**src/rtl/arinc429_tx.sv**
```systemverilog
// ARINC 429 transmitter: FIFO-buffered 32-bit words serialised MSB first as bipolar RZ on line_A/line_B.
// Build option ARINC429_TX_PARITY_EN: bit 0 of each word is replaced by odd parity over bits 31:1.
//
// state    | meaning
// S_IDLE   | waiting for a word in the FIFO
// S_LOAD   | pop FIFO head into the shift register, drive first bit
// S_BIT_HI | high half of the current bit on line_A or line_B
// S_BIT_LO | null half of the current bit, both lines low
// S_GAP    | inter-word null before the next word
module arinc429_tx #(
    parameter int HALF_BIT = 2,
    parameter int GAP_BITS = 4,
    parameter int FIFO_AW  = 2
) (
    input  logic        clock,
    input  logic        reset,
    input  logic [31:0] wr_data,
    input  logic        wr_en,
    output logic        full,
    output logic        empty,
    output logic        overflow,
    output logic        busy,
    output logic        tx_done,
    output logic        line_A,
    output logic        line_B
);
    localparam int DEPTH   = 2 ** FIFO_AW;
    localparam int GAP_CYC = GAP_BITS * 2 * HALF_BIT;
    localparam int PH_MAX  = (GAP_CYC > HALF_BIT) ? GAP_CYC : HALF_BIT;
    localparam int PH_W    = $clog2(PH_MAX + 1);
    localparam logic [FIFO_AW:0] C_DEPTH = (FIFO_AW + 1)'(DEPTH);

    typedef enum logic [2:0] {S_IDLE, S_LOAD, S_BIT_HI, S_BIT_LO, S_GAP} state_t;

    state_t             r_state;
    logic [31:0]        r_mem [DEPTH];
    logic [FIFO_AW-1:0] r_wr_ptr;
    logic [FIFO_AW-1:0] r_rd_ptr;
    logic [FIFO_AW:0]   r_count;
    logic               r_overflow;
    logic [31:0]        r_shift;
    logic [5:0]         r_bit_cnt;
    logic [PH_W-1:0]    r_phase;
    logic               r_tx_done;
    logic               r_line_a;
    logic               r_line_b;

    logic        w_push;
    logic        w_pop;
    logic [31:0] w_head;
    logic [31:0] w_load;
    logic [31:0] w_shift_next;
    logic [5:0]  w_bit_next;

    assign full         = (r_count == C_DEPTH);
    assign empty        = (r_count == '0);
    assign w_push       = wr_en & ~full;
    assign w_pop        = (r_state == S_LOAD);
    assign w_head       = r_mem[r_rd_ptr];
    assign w_shift_next = r_shift << 1;
    assign w_bit_next   = r_bit_cnt + 6'd1;

    always_comb begin
        w_load = w_head;
`ifdef ARINC429_TX_PARITY_EN
        w_load[0] = ~^w_head[31:1];
`endif
    end

    always_ff @(posedge clock) begin
        if (w_push) r_mem[r_wr_ptr] <= wr_data;
    end

    // A write while full is dropped even if a pop frees a slot in the same cycle.
    always_ff @(posedge clock or negedge reset) begin
        if (!reset) begin
            r_wr_ptr   <= '0;
            r_rd_ptr   <= '0;
            r_count    <= '0;
            r_overflow <= 1'b0;
        end else begin
            if (w_push) r_wr_ptr <= r_wr_ptr + 1'b1;
            if (w_pop)  r_rd_ptr <= r_rd_ptr + 1'b1;
            if (w_push && !w_pop)      r_count <= r_count + 1'b1;
            else if (!w_push && w_pop) r_count <= r_count - 1'b1;
            if (wr_en && full) r_overflow <= 1'b1;
        end
    end

    always_ff @(posedge clock or negedge reset) begin
        if (!reset) begin
            r_state   <= S_IDLE;
            r_shift   <= '0;
            r_bit_cnt <= '0;
            r_phase   <= '0;
            r_tx_done <= 1'b0;
            r_line_a  <= 1'b0;
            r_line_b  <= 1'b0;
        end else begin
            r_tx_done <= 1'b0;
            case (r_state)
                S_IDLE: begin
                    if (!empty) r_state <= S_LOAD;
                end
                S_LOAD: begin
                    r_shift   <= w_load;
                    r_bit_cnt <= '0;
                    r_phase   <= PH_W'(HALF_BIT - 1);
                    r_line_a  <= w_load[31];
                    r_line_b  <= ~w_load[31];
                    r_state   <= S_BIT_HI;
                end
                S_BIT_HI: begin
                    if (r_phase == '0) begin
                        r_line_a <= 1'b0;
                        r_line_b <= 1'b0;
                        r_phase  <= PH_W'(HALF_BIT - 1);
                        r_state  <= S_BIT_LO;
                    end else begin
                        r_phase <= r_phase - 1'b1;
                    end
                end
                S_BIT_LO: begin
                    if (r_phase == '0) begin
                        r_shift   <= w_shift_next;
                        r_bit_cnt <= w_bit_next;
                        if (w_bit_next == 6'd32) begin
                            r_tx_done <= 1'b1;
                            r_phase   <= PH_W'(GAP_CYC - 1);
                            r_state   <= S_GAP;
                        end else begin
                            r_line_a <= w_shift_next[31];
                            r_line_b <= ~w_shift_next[31];
                            r_phase  <= PH_W'(HALF_BIT - 1);
                            r_state  <= S_BIT_HI;
                        end
                    end else begin
                        r_phase <= r_phase - 1'b1;
                    end
                end
                S_GAP: begin
                    if (r_phase == '0) r_state <= empty ? S_IDLE : S_LOAD;
                    else               r_phase <= r_phase - 1'b1;
                end
                default: r_state <= S_IDLE;
            endcase
        end
    end

    assign overflow = r_overflow;
    assign busy     = (r_state != S_IDLE);
    assign tx_done  = r_tx_done;
    assign line_A   = r_line_a;
    assign line_B   = r_line_b;

endmodule

```
**config.mk**
```make
export PLATFORM = sky130hd
export DESIGN_NAME = arinc429_tx
export DESIGN_NICKNAME = d
export VERILOG_FILES = /design/src/rtl/arinc429_tx.sv
export SDC_FILE = /design/constraint.sdc
export NUM_CORES = 1
export LEC_CHECK = 0
export CORE_MARGIN = 5
export CORE_UTILIZATION = 25
export CTS_BUF_LIST = sky130_fd_sc_hd__clkbuf_4
export CTS_CLUSTER_SIZE = 10
export DETAILED_ROUTE_END_ITERATION = 7
export PLACE_DENSITY = 0.45
export REMOVE_ABC_BUFFERS = 1
export SLEW_MARGIN = 20
export SYNTH_ARGS = -nofsm -noshare
export SYNTH_HDL_FRONTEND = slang
export SYNTH_SLANG_ARGS = --single-unit
```
**constraint.sdc**
```tcl
create_clock -name clock -period 2.9 [get_ports clock]
set_clock_uncertainty 0.2 [all_clocks]
set_input_delay 0.29 -clock clock [delete_from_list [all_inputs] [get_ports clock]]
set_output_delay 0.29 -clock clock [all_outputs]
set_load 0.02 [all_outputs]
```
==> results of run 1 <==
==> how the worst max path moves through the flow <==
| stage | end | depth (start not counted) | start | slack, ns |
|---|---|---|---|---|
| after floorplan | r_shift[25] | 5 | r_state[2] | -0.62 |
| after global placement | r_shift[25] | 8 | r_phase[0] | 0.54 |
| after detailed placement | r_count[2] | 8 | wr_en | 0.49 |
| after CTS | busy | 4 | r_state[1] | 0.05 |
| after global routing | busy | 4 | r_state[0] | 0.004 |
| final | busy | 4 | r_state[0] | 0.18 |
==> metrics by stage <==
| stage | TNS [ns] | cell area (µm²) | utilization (%) | setup slack (ns) |
|---|---|---|---|---|
| after floorplan | -20.45 | 7420 | - | -0.618 |
| after global placement | 0 | 8490 | 28.6 | 0.541 |
| after detailed placement | 0 | 8490 | 28.6 | 0.493 |
| after CTS | 0 | 8810 | 29.6 | 0.0504 |
| after global routing | 0 | 8810 | 29.7 | 0.00423 |
| final | 0 | 8810 | 29.7 | 0.177 |
==> synth_stat cells, drive strengths merged, types with 6 or more instances <==
cell	instances
clkbuf	10
a22oi	9
nor2	12
edfxtp	128
buf	15
mux2i	22
dfrtp	56
ha	9
mux4	32
inv	11
nand2	52
and2	6
o21ai	36
==> cells by family (layout without fill, tap and decap cells) <==
kind of cell,Yosys count,in the layout
buffers and inverters,36,106
xor gates and xnor gates,7,7
muxes,57,57
DFF,184,184
and+or+nand+nor,97,97
AOI/OAI and AO/OA,72,72
adders and majority gates,10,10
other,0,1
==> cell type report <==
cell class                      instances  area (µm²)
Fill cell                            2930       20900
Sequential cell                       184        5250
Multi-Input combinational cell        243        2140
Timing Repair Buffer                   63         586
Tap cell                              390         488
Clock inverter                         15         178
Clock buffer                           17         128
Inverter                               11        41.3
Antenna cell                            1        2.50
==> sequential cells by signal, indices dropped and copies added (netlist names) <==
| signal | flops |
|---|---|
| overflow | 1 |
| r_bit_cnt | 6 |
| tx_done | 1 |
| r_rd_ptr | 2 |
| r_wr_ptr | 2 |
| r_state | 3 |
| r_phase | 5 |
| line_A | 1 |
| line_B | 1 |
| r_count | 3 |
| r_shift | 31 |
| r_mem | 128 |
==> critical path, stage by stage (launching register included) <==
cell and delay, ns:
dfrtp_1 0.52, or2_2 0.40, nor2_1 0.15, inv_1 0.07, clkdlybuf4s50_1 0.53
==> what timing repair did <==
action / 4_1_cts / 5_1_grt
endpoints found under the hold margin: 25 / 0
buffers inserted: 0 / 0
hold buffers: 1 / 0
gates resized for setup: 0 / 1
endpoints found under the setup margin: 0 / 1
==> report_power, final <==
| part | total, mW | internal (mW) | switching [mW] |
|---|---|---|---|
| Sequential | 3.84 | 3.51 | 0.329 |
| Clock | 1.46 | 0.482 | 0.973 |
| Combinational | 1.81 | 0.814 | 0.999 |
==> per-layer routing <==
layer	vias to the layer above	wire [µm]
met1	2046	6500
met4	0	276
met3	16	568
met5	-	0
li1	1888	-
met2	80	7830
==> reports/metrics.cfg, run 1 <==
[clock_tree]
cts_tree=yes
clkLatencyLatePin_ns=0.56
cts.reportedPaths.clkPinSlew_ns=0.16
cts_buffers=17
htree_num_levels=4
clk_path_buf_depth=2
cts_root_buffer=clkbuf_4
cts.sinks=184

[grt]
met3_usage_pct=2.43
grt-ovfl-total=0
grt_first_pass_wirelength_um=24400
grt_max_degree=59
use_met1_pct=11.6
grt_util_met2_pct=15.9
busiest_layer=met2
antenna_found_initial=1
grtUsageTotal_pct=9.41
grt_pass1_vias=4379

[placement]
place.gp.congestion=0.707
dp_hpwl_um=9850
numPortBuffers=41
dp_cells=890

[sta]
slew_violations=0
maxSlewHeadroom_pct=56.3
worstMarginPinSlew_ns=0.656
post-route-period-util_pct=93.9
hold_ws_ns=0.0821
setup_viol=0
hold_viol=0
fmax_mhz=367
fin_crit_ns=2.72
rsz0062_at_grt=no

[routing]
drc_errors=0
postRouteWirelength_um=15200
ant_nets=0
wl_per_cell_um=16.4
drt_first_pass_iters=5
dr.first_iter.drc_count=196
vias=4030
viasPerCell=4.36

[yosys]
synth_top_area_share_pct=50.8
synthAdderAreaFrac_pct=1.75
synth_top_family_by_area=multiplexers
synth_compound_area_share_pct=6.35
synth-main-ff-cell=edfxtp_1
async_reset_ff_share_pct=30.4
synth-warning-count=0
syn_avg_cell_area_um2=16.3
synthesis.area_um2=7560
synth_seq_cells=184
synth_xor_area_share_pct=0.811
yosys.area.top_type=edfxtp_1
ys_seq_area_share_pct=69.3
synth.top_cells.by_area=edfxtp_1 (51%), dfrtp_1 (19%), mux4_2 (9.5%), mux2i_1 (2.9%), nand2_1 (2.6%)
yosys.area_share.simple_pct=6.45
ys_types=56
synth_edf_count=128
syn_inst=463
synth_mux_area_share_pct=12.9

[floorplan]
die_h_um=184
pin_count=42
initial_utilization_pct=25.5
core_area_um2=29700
die_area_um2=33800
rows=63
die_x_um=184

[status]
outcome=complete, no violations

[layout]
layout.nets=565
final_common_cell=edfxtp_1
drive_gt1_share_pct=18.8
layout_common_cells=edfxtp_1 (128), dfrtp_1 (54), nand2_1 (52)
layout.cells.non_filler=924
area_growth_pct=16.5

[worst_setup_path]
r2r_cells=8
arrival_ns=2.23
r2r_end=r_shift[26]
required_ns=2.41
endpoint_kind=primary output
worstSetupPathType=register to primary output
startpoint_type=register
reg2reg_slack_ns=0.47
critPathMaxFanout=10
reg2reg_from=r_phase[0]

[power]
power_density_nw_per_um2=807
power_mw=7.11
p_leak_nw=3.18
ir_drop_v=0.000291

[min_path]
hold_class=primary input to asynchronous set/reset pin

[run]
drv_cap=0

Note: power is estimated with default switching activity, not from simulation.
==> run 2: changes to the inputs <==
--- a/config.mk
+++ b/config.mk
@@ -10,7 +10,7 @@
 export CTS_BUF_LIST = sky130_fd_sc_hd__clkbuf_4
 export CTS_CLUSTER_SIZE = 10
 export DETAILED_ROUTE_END_ITERATION = 7
-export PLACE_DENSITY = 0.45
+export PLACE_DENSITY_LB_ADDON = 0.25
 export REMOVE_ABC_BUFFERS = 1
 export SLEW_MARGIN = 20
 export SYNTH_ARGS = -nofsm -noshare
==> reports/metrics.cfg, run 2 (same netlist as run 1, synthesis figures left out) <==
[min_path]
hold_class=primary input to asynchronous set/reset pin

[sta]
setup_viol=0  ; unchanged
fin_crit_ns=2.71  ; -0.00992 ns
hold_ws_ns=0.130  ; +0.0479 ns
worstMarginPinSlew_ns=0.799  ; +0.143 ns
hold_viol=0  ; unchanged
maxSlewHeadroom_pct=46.7  ; -9.5 points
slew_violations=0  ; unchanged
setup_tns_ns=0  ; unchanged
rsz0062_at_grt=no
fmax_mhz=369  ; +0.37%
post-route-period-util_pct=93.5  ; -0.34 points

[power]
p_leak_nw=3.15  ; -0.75%
ir_drop_v=0.000286  ; -1.7%
power_density_nw_per_um2=800  ; -0.90%

[layout]
drive_gt1_share_pct=19.3  ; +0.49 points
largestRegisters=r_mem x128, r_shift x31, r_bit_cnt x6
final_common_cell=edfxtp_1
registers.top_by_ff_count=r_mem
largest_reg_flops=128  ; unchanged
area_growth_pct=16.4
layout_common_cells=edfxtp_1 (128), dfrtp_1 (54), nand2_1 (52)
layout.cells.non_filler=926  ; +0.22%
layout.nets=567  ; +0.35%
nFillCells=2928  ; -0.068%

[clock_tree]
clkLatencyLatePin_ns=0.56  ; about the same
cts_root_buffer=clkbuf_4
cts.sinks=184  ; unchanged
cts.reportedPaths.clkPinSlew_ns=0.15  ; about the same
cts_buffers=17  ; unchanged
cts_tree=yes
clk_path_buf_depth=2  ; unchanged
htree_num_levels=4  ; unchanged
cts_setup_buffers=0  ; unchanged

[floorplan]
die_area_um2=33800  ; unchanged
rows=63  ; unchanged
die_x_um=184  ; unchanged
pin_count=42  ; unchanged
die_h_um=184  ; unchanged
initial_utilization_pct=25.5  ; unchanged
core_area_um2=29700  ; unchanged

[placement]
dp_hpwl_um=10300  ; +4.6%
dp_cells=892  ; +0.22%
place.gp.congestion=0.749  ; +5.9%
numPortBuffers=41  ; unchanged

[grt]
grt_max_degree=35  ; -41%
grtUsageTotal_pct=9.55  ; +0.13 points
grt_pass1_vias=4393  ; +0.32%
antenna_found_initial=1  ; unchanged
grt_first_pass_wirelength_um=25000  ; +2.4%
grt-ovfl-total=0  ; unchanged

[worst_setup_path]
arrival_ns=2.22  ; about the same
reg2reg_from=r_phase[0]
reg2reg_slack_ns=0.38  ; -0.09 ns
r2r_cells=8  ; unchanged
r2r_end=r_shift[26]
startpoint_type=register
worstSetupPathType=register to primary output
endpoint_kind=primary output
required_ns=2.41  ; about the same
critPathMaxFanout=13  ; +3

[routing]
drt_first_pass_iters=5  ; unchanged
dr.first_iter.drc_count=278  ; +42%
vias=4107  ; +1.9%
wl_per_cell_um=16.7  ; +1.5%
drc_errors=0  ; unchanged
postRouteWirelength_um=15400  ; +1.7%
viasPerCell=4.44  ; +1.7%
ant_nets=0  ; unchanged

[run]
drv_cap=0  ; unchanged

[status]
outcome=complete, no violations

## run 2: cell types whose count changed in the layout (fill, tap and decap cells not counted), moves of 2 or more
| cell | delta |
|---|---|
| clkinv_8 | -2 |
| clkinv_4 | -2 |
| inv_8 | -3 |
| clkinvlp_4 | +5 |
| buf_4 | +2 |
## run 2: final cells by class
type                       instances  area, µm²  share of cell area (%)
inverter                          11       41.3                   0.469
clock inverter                    14        140                    1.59
multi-input combinational        243       2150                    24.4
tap                              390        488                    5.54
antenna                            1       2.50                  0.0284
clock buffer                      18        135                    1.54
sequential                       184       5250                    59.6
timing repair buffer              65        601                    6.82
## run 2: worst max path at each step
stage | slack, ns | depth (start not counted) | to | start
2_1_floorplan | -0.62 | 5 | r_shift[25] | r_state[2]
3_3_place_gp | 0.49 | 8 | r_shift[26] | r_phase[0]
3_5_place_dp | 0.42 | 8 | r_shift[26] | r_phase[0]
4_1_cts | 0.09 | 4 | busy | r_state[1]
5_1_grt | 0.009 | 4 | busy | r_state[0]
6_report | 0.19 | 4 | busy | r_state[1]
## run 2: metrics by stage
| stage | setup slack, ns | utilization (%) | total power, mW | area, µm² |
|---|---|---|---|---|
| 3_3_place_gp | 0.492 | 28.6 | 5.67 | 8510 |
| 4_1_cts | 0.0911 | 29.6 | 7.15 | 8790 |
| 5_1_grt | 0.00870 | 29.6 | 7.51 | 8800 |
| 3_5_place_dp | 0.423 | 28.6 | 5.78 | 8510 |
| 6_report | 0.187 | 29.6 | 7.04 | 8800 |
| 2_1_floorplan | -0.618 | - | 5.07 | 7420 |
## run 2: report_power, final
| part | internal, mW | leakage, nW | switching [mW] |
|---|---|---|---|
| registers | 3.51 | 1.87 | 0.345 |
| clock network | 0.457 | 0.135 | 0.912 |
| logic | 0.817 | 1.15 | 0.991 |
| total | 4.79 | 3.15 | 2.25 |
## run 2: worst max-delay path, cell delays in order, from the launching register on
cell,delay [ns]
dfrtp_2,0.53
or2_2,0.41
nor2_1,0.15
inv_1,0.05
clkdlybuf4s50_1,0.53
## run 2: routing by layer
metal / wire length, µm / vias up / track usage [%] / part of all wire [%]
met1: 6850 / 2117 / 12.4 / 44
met3: 613 / 16 / 2.53 / 4.0
met4: 191 / 0 / 2.69 / 1.2
met2: 7770 / 81 / 15.8 / 50
li1: - / 1893 / - / -
met5: 0 / - / 0 / 0
## run 2: repair_timing
item	in CTS	in global routing
hold buffers	1	0
endpoints found under the hold margin	32	0
gates resized for setup	0	2
endpoints found under the setup margin	0	2
==> run 3: changes to the inputs <==
--- a/config.mk
+++ b/config.mk
@@ -12,7 +12,7 @@
 export DETAILED_ROUTE_END_ITERATION = 7
 export PLACE_DENSITY_LB_ADDON = 0.25
 export REMOVE_ABC_BUFFERS = 1
-export SLEW_MARGIN = 20
+export SETUP_SLACK_MARGIN = 0.4
 export SYNTH_ARGS = -nofsm -noshare
 export SYNTH_HDL_FRONTEND = slang
 export SYNTH_SLANG_ARGS = --single-unit
==> reports/metrics.cfg, run 3 (same netlist as run 1, synthesis figures left out) <==
[status]
outcome=complete, no violations

[sta]
post-route-period-util_pct=81.3  ; -12 points
slew_violations=0  ; unchanged
maxSlewHeadroom_pct=46.4  ; -0.32 points
setup_viol=0  ; unchanged
rsz0062_at_grt=no
fin_crit_ns=2.36  ; -0.356 ns
hold_viol=0  ; unchanged
worstMarginPinSlew_ns=0.804  ; +0.00480 ns
fmax_mhz=424  ; +15%
setup_tns_ns=0  ; unchanged

[power]
pwr-share-clk_pct=19.4  ; about the same
power_density_nw_per_um2=801  ; +0.17%
combinationalPowerShare_pct=26.3  ; +0.6 points
p_switching_mw=2.27  ; +0.80%
internal-power_mw=4.81  ; +0.53%
netSwitchingFraction_pct=32.0  ; +0.058 points
p_leak_nw=3.18  ; +0.81%
ir_drop_v=0.000288  ; +0.65%
pwr-share-seq_pct=54.4  ; -0.4 points

[grt]
grt_max_degree=35  ; unchanged
grt_pass1_vias=4408  ; +0.34%
grt_first_pass_wirelength_um=25100  ; +0.36%
antenna_found_initial=1  ; unchanged
grtUsageTotal_pct=9.59  ; +0.042 points
grt-ovfl-total=0  ; unchanged

[worst_setup_path]
arrival_ns=2.61  ; +0.39 ns
max_stage_delay_ns=0.55  ; +0.02 ns
startpoint_type=register
crit_chain=inv_1 -> ha_1 -> or4b_4 -> nor2_8 -> nor2_4 -> buf_4 -> a22oi_1 -> nand2_1
crit_path_top_delay_cell=or4b_4
required_ns=3.16  ; +0.75 ns
endpoint_kind=register
critPathMaxFanout=26  ; +13
worstSetupPathType=register to register

[layout]
largest_reg_flops=128  ; unchanged
largestRegisters=r_mem x128, r_shift x31, r_bit_cnt x6
area_growth_pct=16.9
layout_common_cells=edfxtp_1 (128), dfrtp_1 (53), nand2_1 (52)
final_common_cell=edfxtp_1
design_area_um2=8840  ; +0.44%
layout.nets=571  ; +0.71%
registers.top_by_ff_count=r_mem
drive_gt1_share_pct=20.6  ; +1.3 points

[floorplan]
die_area_um2=33800  ; unchanged
initial_utilization_pct=25.5  ; unchanged
pin_count=42  ; unchanged
core_area_um2=29700  ; unchanged
die_h_um=184  ; unchanged
die_x_um=184  ; unchanged
rows=63  ; unchanged

[routing]
vias=4134  ; +0.66%
drc_errors=0  ; unchanged
postRouteWirelength_um=15600  ; +0.98%
viasPerCell=4.45  ; +0.22%
dr.first_iter.drc_count=294  ; +5.8%
drt_first_pass_iters=4  ; -1
ant_nets=0  ; unchanged
wl_per_cell_um=16.8  ; +0.55%

[clock_tree]
cts.reportedPaths.clkPinSlew_ns=0.15  ; about the same
cts.sinks=184  ; unchanged
htree_num_levels=4  ; unchanged
cts_root_buffer=clkbuf_4
cts_buffers=17  ; unchanged
cts_tree=yes
clk_path_buf_depth=2  ; unchanged
clkLatencyLatePin_ns=0.55  ; about the same

[placement]
place_area_um2=8510  ; unchanged
dp_hpwl_um=10300  ; unchanged
place.gp.congestion=0.749  ; unchanged
numPortBuffers=41  ; unchanged

[run]
drv_cap=0  ; unchanged

[min_path]
hold_class=primary input to asynchronous set/reset pin

-- run 3: cell types whose count changed in the layout (fill, tap and decap cells not counted), sizes merged --
cell and delta:
dlygate4sd2 +3, clkdlybuf4s50 -3, buf +4
-- run 3: metal layers --
layer	GRT usage (%)	vias up	share of wire (%)
met3	2.53	13	3.8
met4	2.69	0	1.3
li1	-	1902	-
met5	0	-	0
met1	12.4	2130	44
met2	16.0	89	51
-- run 3: worst max-delay path, delay by kind of cell (launching register included) --
| family | cells | cell delay [ns] |
|---|---|---|
| simple gates | 4 | 0.83 |
| flops | 1 | 0.45 |
| buf+inv | 2 | 0.35 |
| fa+ha+maj | 1 | 0.21 |
| compound gates | 1 | 0.21 |
-- run 3: power groups by stage --
stage	registers, mW	clock network, mW	logic [mW]
after global placement	3.88	0	1.79
final	3.85	1.37	1.86
after CTS	3.87	1.43	1.86
after floorplan	3.84	0	1.23
after detailed placement	3.92	0	1.85
after global routing	3.92	1.54	2.08
-- run 3: metrics by stage --
| stage | setup WS [ns] | power [mW] | instances | hold slack [ns] | util [%] |
|---|---|---|---|---|---|
| 4_1_cts | 0.395 | 7.16 | 926 | 0.0697 | 29.7 |
| 3_3_place_gp | 0.492 | 5.67 | 892 | 0.216 | 28.6 |
| 2_1_floorplan | -0.618 | 5.07 | 438 | -0.206 | - |
| 3_5_place_dp | 0.423 | 5.78 | 892 | 0.229 | 28.6 |
| 5_1_grt | 0.401 | 7.55 | 930 | 0.0834 | 29.8 |
| 6_report | 0.543 | 7.08 | 930 | 0.137 | 29.8 |
-- run 3: final timing paths --
check / end / start / slack (ns) / cells after the start
max reg2reg: r_shift[26] / r_phase[0] / 0.54 / 8
min reg2reg: overflow / overflow / 0.28 / 1
min in group clock: overflow / wr_en / 0.14 / 2
max: r_shift[26] / r_phase[0] / 0.54 / 8
max in group asynchronous: r_shift[16] / reset / 1.65 / 3
min: r_phase[2] / reset / 0.14 / 2
-- run 3: final cells by class --
type / instances / area, µm²
diodes: 1 / 2.50
clock buffers: 18 / 135
clock inverters: 14 / 140
fillers: 2923 / 20900
inverters: 11 / 41.3
multi-input cells: 243 / 2160
flip-flops and latches: 184 / 5250
well taps: 390 / 488
repair buffers: 69 / 627
-- run 3: what timing repair did --
action                                  in CTS  in global routing
resized for setup                            8                  1
setup buffers                                1                  3
endpoints found under the hold margin       32                  0
endpoints found under the setup margin       6                  3
hold buffers                                 1                  0
